`src/rtl/fetch_align_buf.sv`:
```
// Purpose : instruction fetch buffer that turns 8-byte fetch words into aligned
//           RV16/RV32 instructions, with a 2-entry word FIFO and redirect flush.
// Latency : a fetched word reaches out_valid the cycle after its mem_rvalid beat.
// Backpr. : out_ready low holds the presented instruction; fetching stops once
//           buffered words plus outstanding requests reach 2.
// Ports   : clk/rst (async, active-high); redirect/redirect_pc;
//           mem_req/mem_addr/mem_ready request side, mem_rvalid/mem_rdata response side;
//           out_valid/out_ready/out_pc/out_instr/out_isrv16 instruction output.
module fetch_align_buf #(
  parameter logic [31:0] RESET_PC = 32'h0000_0000
) (
  input  logic        clk,
  input  logic        rst,
  input  logic        redirect,
  input  logic [31:0] redirect_pc,
  output logic        mem_req,
  output logic [31:0] mem_addr,
  input  logic        mem_ready,
  input  logic        mem_rvalid,
  input  logic [63:0] mem_rdata,
  output logic        out_valid,
  input  logic        out_ready,
  output logic [31:0] out_pc,
  output logic [31:0] out_instr,
  output logic        out_isrv16
);

  // Word FIFO: entry 0 is always the head; entry 1 shifts down on pop.
  logic [63:0] ent_dat [2];
  logic [31:3] ent_tag [2];
  logic [1:0]  cnt;         // valid entries
  logic [1:0]  outst;       // in-flight requests, including ones marked for drop
  logic [1:0]  drop;        // leading in-flight beats that belong to a flushed stream
  logic [1:0]  hw_off;      // halfword offset of out_pc inside the head word
  logic [31:0] pc_q;
  logic [31:3] fetch_addr;  // next word to request
  logic [31:3] rsp_addr;    // word address of the next kept response

  logic [31:0] instr;
  logic        rv16;
  logic        accept;
  logic        rsp_take;
  logic        rsp_wr;
  logic        consume;
  logic        pop;
  logic [2:0]  hw_sum;
  logic [1:0]  wr_pos;
  logic        wr_sel;

  // hw_off 3 is the only case where an instruction can straddle two words.
  always_comb begin
    unique case (hw_off)
      2'd0:    instr = ent_dat[0][31:0];
      2'd1:    instr = ent_dat[0][47:16];
      2'd2:    instr = ent_dat[0][63:32];
      default: instr = {ent_dat[1][15:0], ent_dat[0][63:48]};
    endcase
  end

  assign rv16       = (instr[1:0] != 2'b11);
  assign out_instr  = instr;
  assign out_isrv16 = rv16;
  assign out_pc     = pc_q;
  assign mem_addr   = {fetch_addr, 3'b000};

  // Purely register-driven: no path from out_ready or mem_rvalid.
  assign out_valid = (cnt != 2'd0) && (rv16 || (hw_off != 2'd3) || (cnt == 2'd2));

  assign mem_req = !rst && !redirect && (({1'b0, cnt} + {1'b0, outst}) < 3'd2);
  assign accept  = mem_req && mem_ready;

  // A beat with nothing outstanding (e.g. one in flight across a reset) is ignored.
  assign rsp_take = mem_rvalid && (outst != 2'd0);
  assign rsp_wr   = rsp_take && (drop == 2'd0) && !redirect;

  assign consume = out_valid && out_ready && !redirect;
  assign hw_sum  = {1'b0, hw_off} + (rv16 ? 3'd1 : 3'd2);
  assign pop     = consume && hw_sum[2];

  // Tail slot seen after this cycle's pop; cnt==2 never coincides with a write.
  assign wr_pos = cnt - {1'b0, pop};
  assign wr_sel = (wr_pos != 2'd0);

  always_ff @(posedge clk or posedge rst) begin
    if (rst) begin
      cnt        <= 2'd0;
      outst      <= 2'd0;
      drop       <= 2'd0;
      hw_off     <= RESET_PC[2:1];
      pc_q       <= RESET_PC;
      fetch_addr <= RESET_PC[31:3];
      rsp_addr   <= RESET_PC[31:3];
    end else begin
      outst <= outst + {1'b0, accept} - {1'b0, rsp_take};
      if (redirect) begin
        // Everything still in flight belongs to the old stream; a beat landing
        // this cycle is already retired from outst here.
        cnt        <= 2'd0;
        drop       <= outst - {1'b0, rsp_take};
        hw_off     <= redirect_pc[2:1];
        pc_q       <= redirect_pc & ~32'd1;
        fetch_addr <= redirect_pc[31:3];
        rsp_addr   <= redirect_pc[31:3];
      end else begin
        if (accept)
          fetch_addr <= fetch_addr + 29'd1;
        if (rsp_take && (drop != 2'd0))
          drop <= drop - 2'd1;
        if (rsp_wr)
          rsp_addr <= rsp_addr + 29'd1;
        if (consume) begin
          pc_q   <= pc_q + (rv16 ? 32'd2 : 32'd4);
          hw_off <= hw_sum[1:0];
        end
        cnt <= cnt - {1'b0, pop} + {1'b0, rsp_wr};
      end
    end
  end

  // Payload storage needs no reset: cnt qualifies every read.
  always_ff @(posedge clk) begin
    if (pop) begin
      ent_dat[0] <= ent_dat[1];
      ent_tag[0] <= ent_tag[1];
    end
    if (rsp_wr) begin
      ent_dat[wr_sel] <= mem_rdata;
      ent_tag[wr_sel] <= rsp_addr;
    end
  end

  // The head word must always be the word containing out_pc.
  head_tag_matches_pc: assert property (@(posedge clk) disable iff (rst)
    (cnt != 2'd0) |-> (ent_tag[0] == pc_q[31:3]));

endmodule
```
`config.mk`:
```
export PLATFORM = sky130hd
export DESIGN_NAME = fetch_align_buf
export DESIGN_NICKNAME = d
export VERILOG_FILES = /design/src/rtl/fetch_align_buf.sv
export SDC_FILE = /design/constraint.sdc
export NUM_CORES = 1
export LEC_CHECK = 0
export CAP_MARGIN = 25
export CORE_MARGIN = 5
export CORE_UTILIZATION = 45
export CTS_CLUSTER_DIAMETER = 150
export DETAILED_ROUTE_END_ITERATION = 6
export PLACE_DENSITY = 0.81
export SLEW_MARGIN = 20
export SYNTH_ARGS = -nofsm -noshare
export SYNTH_HDL_FRONTEND = slang
export SYNTH_SLANG_ARGS = --single-unit
```
`constraint.sdc`:
```
create_clock -name clk -period 6.18 [get_ports clk]
set_input_delay 0.927 -clock clk [delete_from_list [all_inputs] [get_ports clk]]
set_output_delay 0.927 -clock clk [all_outputs]
set_load 0.02 [all_outputs]
```
==> run metrics <==
status=complete, no violations; Final GP Congestion=~0.88; Die Y=around 160 um; initial antenna violation count=1; Final Instance Area=12500 um2; Post-DP HPWL=17.4 mm; hold path startpoint=ent_dat[1][24]; area occupied by multi-input gates=3880 um2; vias per inst=5.97; maximum net fanout on the critical path=between 60 and 70; layout cells sized above 1=17.6%; setup_tns=0 ps; PwrDens=around 300 nW/um2; CTS root buf=clkbuf_16; top cell type's share of synthesized area=39.7%; DR vias=around 7000; largest area contributor in the netlist=edfxtp_1; Initial Util=between 40 and 50%; CTS clock-pin slew for the worst setup and hold paths=around 90 ps; placed instance count=between 1000 and 1500; synthesized area=between 9000 and 10000 um2; DRC viols=0; critical path class=reg2reg; beginning of the worst register-to-register path=hw_off[0]; die area=24600 um2; Avg WL per Cell=about 21 um; number of synthesized flops with an enable pin=around 130; worst slew pin tran=~910 ps; Yosys cell types=54; cts hold-fix bufs=0; post-route setup slack=approximately 1900 ps; port bufs=about 200; Clock Sinks=a little under 200; I/O Pins=201; FF/Latch Area=5550 um2; final worst path period need=approximately 4300 ps; GRT Overall Usage=20.3%; CTS Buffer Depth=2; mux cell area share after synthesis=between 10% and 20%; first-pass GRT wire length=38.9 mm; TritonCTS Buffers=17; Max H-tree Level=4; largest family of logic cells by synthesized area=multiplexers; area grow syn2layout=28.7%; 1st-iter DRT viols=560; top-count cell post-synth=edfxtp_1; Syn Inst Count=a little over 700; vias in the first global route=approximately 7100; period utilisation layout=69.4%; CTS tree=built; RSZ-0062 raised after global routing=false; Synth warnings=0; post-synthesis simple-gate area fraction=approximately 13%; Final nets=just over 1000; Peak VDD IR=between 0.2 and 0.3 mV; CP endpoint kind=register; total power=3.71 mW; synthesized flop and latch total=196; WL final=roughly 25 mm; Core Area=21100 um2; Worst Path Required=6370 ps; Adder-Cell Fraction of Synth Area=under 10%; max cap viols=0; Hold Violations, Final=0; dpl cell area=~12000 um2; relative slew slack=approximately two fifths; XOR/XNOR share of the synthesized area=under 10%; pre-CTS setup slack=between 1500 and 2000 ps; Fmax=233 MHz; final setup fails=0; Layout Skew=between 15 and 20 ps; fin cells=between 1000 and 1500; largest net degree at the start of global routing=between 70 and 80; Resize count post-CTS=0; CP Launch Type=register; Arr. time, crit path=roughly 4500 ps; Post-synth ARST share=approximately a third; Routed Antenna Nets=0; P_leak=between 4 and 5 nW; Critical path origin=hw_off[0]; # diodes=0; FP Rows=53; Post-CTS Setup Bufs=0; Compound-Gate Fraction of Synth Area=7.21%; Seq/Total Area, Yosys=a little under three fifths; drt pass-1 iters=7; GRT Residual Overflow=0; top_reg_cell synth=edfxtp_1; Horiz. Die Dim=between 150 and 200 um; worst skew pair latency=roughly 440 ps; synth cell count leaders=128 x edfxtp_1, 71 x mux2_2, 68 x dfrtp_1; Syn Area/Cell=~13 um2; Layout fillers=1655; worst hold path type=reg2reg; top cells by area, synth=edfxtp_1 40%, dfrtp_1 18%, mux2_2 8.3%; pins over their slew limit=0
[report_power, final]
group	switching (mW)	total [mW]	internal, mW
registers	0.137	1.67	1.54
clock network	0.571	1.12	0.549
logic	0.453	0.916	0.463
[kinds of logic after synthesis]
group,Yosys count
buffers and inverters,64
flip-flops,196
AO/OA/AOI/OAI,100
other,1
adder cells (fa/ha/maj),13
AND/OR/NAND/NOR,222
XOR/XNOR,19
multiplexers,107
[placed cells by master, fill, tap and decap left out, types with 4 or more instances in the layout]
cell and instances:
clkdlybuf4s50_1 194, edfxtp_1 128, mux2_2 71, dfrtp_1 66, nor2_1 39, mux4_2 32, nand3_1 27, nor3_1 27
nor4_1 25, a211oi_1 24, nand2_1 23, nand4_1 19, and4_1 18, a21oi_1 17, clkbuf_16 17, a31oi_1 15
inv_1 12, xnor2_1 12, or4_1 12, buf_4 12, o31ai_1 11, ha_1 10, and3_1 9, xor2_1 7
a311oi_1 6, clkinv_8 6, nor2b_1 5, or2_2 5, a21o_1 5, o21ai_0 5, inv_8 5, mux2i_1 4
conb_1 4
[sequential cells by signal, summed over array words and instances, names as in the netlist]
register,flops
cnt,2
drop,2
ent_dat,128
fetch_addr,29
hw_off,2
out_pc,31
outst,2
[layer usage]
metal,track usage [%],wire [um],part of all wire (%),vias to the layer above
li1,-,-,-,3235
met1,26.3,10200,41,3540
met2,32.7,11800,47,279
met3,6.50,2360,9.4,37
met4,6.28,495,2.0,2
met5,0,13,0.052,-
[cell type report]
| class | instances | area share (%) |
|---|---|---|
| Timing Repair Buffer | 207 | 16.3 |
| Inverter | 14 | 0.421 |
| Tap cell | 275 | 2.76 |
| Multi-Input combinational cell | 465 | 31.1 |
| Clock inverter | 15 | 1.43 |
| Sequential cell | 196 | 44.5 |
| Clock buffer | 17 | 3.41 |
[path summary, 6_finish.rpt]
check | cells past startpoint | endpoint | slack [ps]
worst max-delay path | 10 | ent_dat[0][35] | 1890
max in group asynchronous | 3 | out_pc[15] | 4260
min in group asynchronous | 2 | out_pc[27] | 950
worst min-delay path | 1 | ent_dat[0][24] | 550
worst min register to register | 1 | ent_dat[0][24] | 550
worst max register to register | 10 | ent_dat[0][35] | 1890
[through the flow]
step	utilization, %	hold WS (ps)
6_report	59.1	551
3_5_place_dp	56.3	535
3_3_place_gp	56.3	519
2_1_floorplan	-	502
4_1_cts	59.1	555
5_1_grt	59.1	572
[worst max-delay path, cell delays in order (launching register included)]
cell,delay [ps]
dfrtp_2,880
mux4_2,610
nand2_1,140
inv_1,120
fa_1,390
and3_1,190
ha_1,270
inv_1,70
nor3b_2,200
buf_4,700
mux2_2,440
Power figures use the tool's default switching activity.
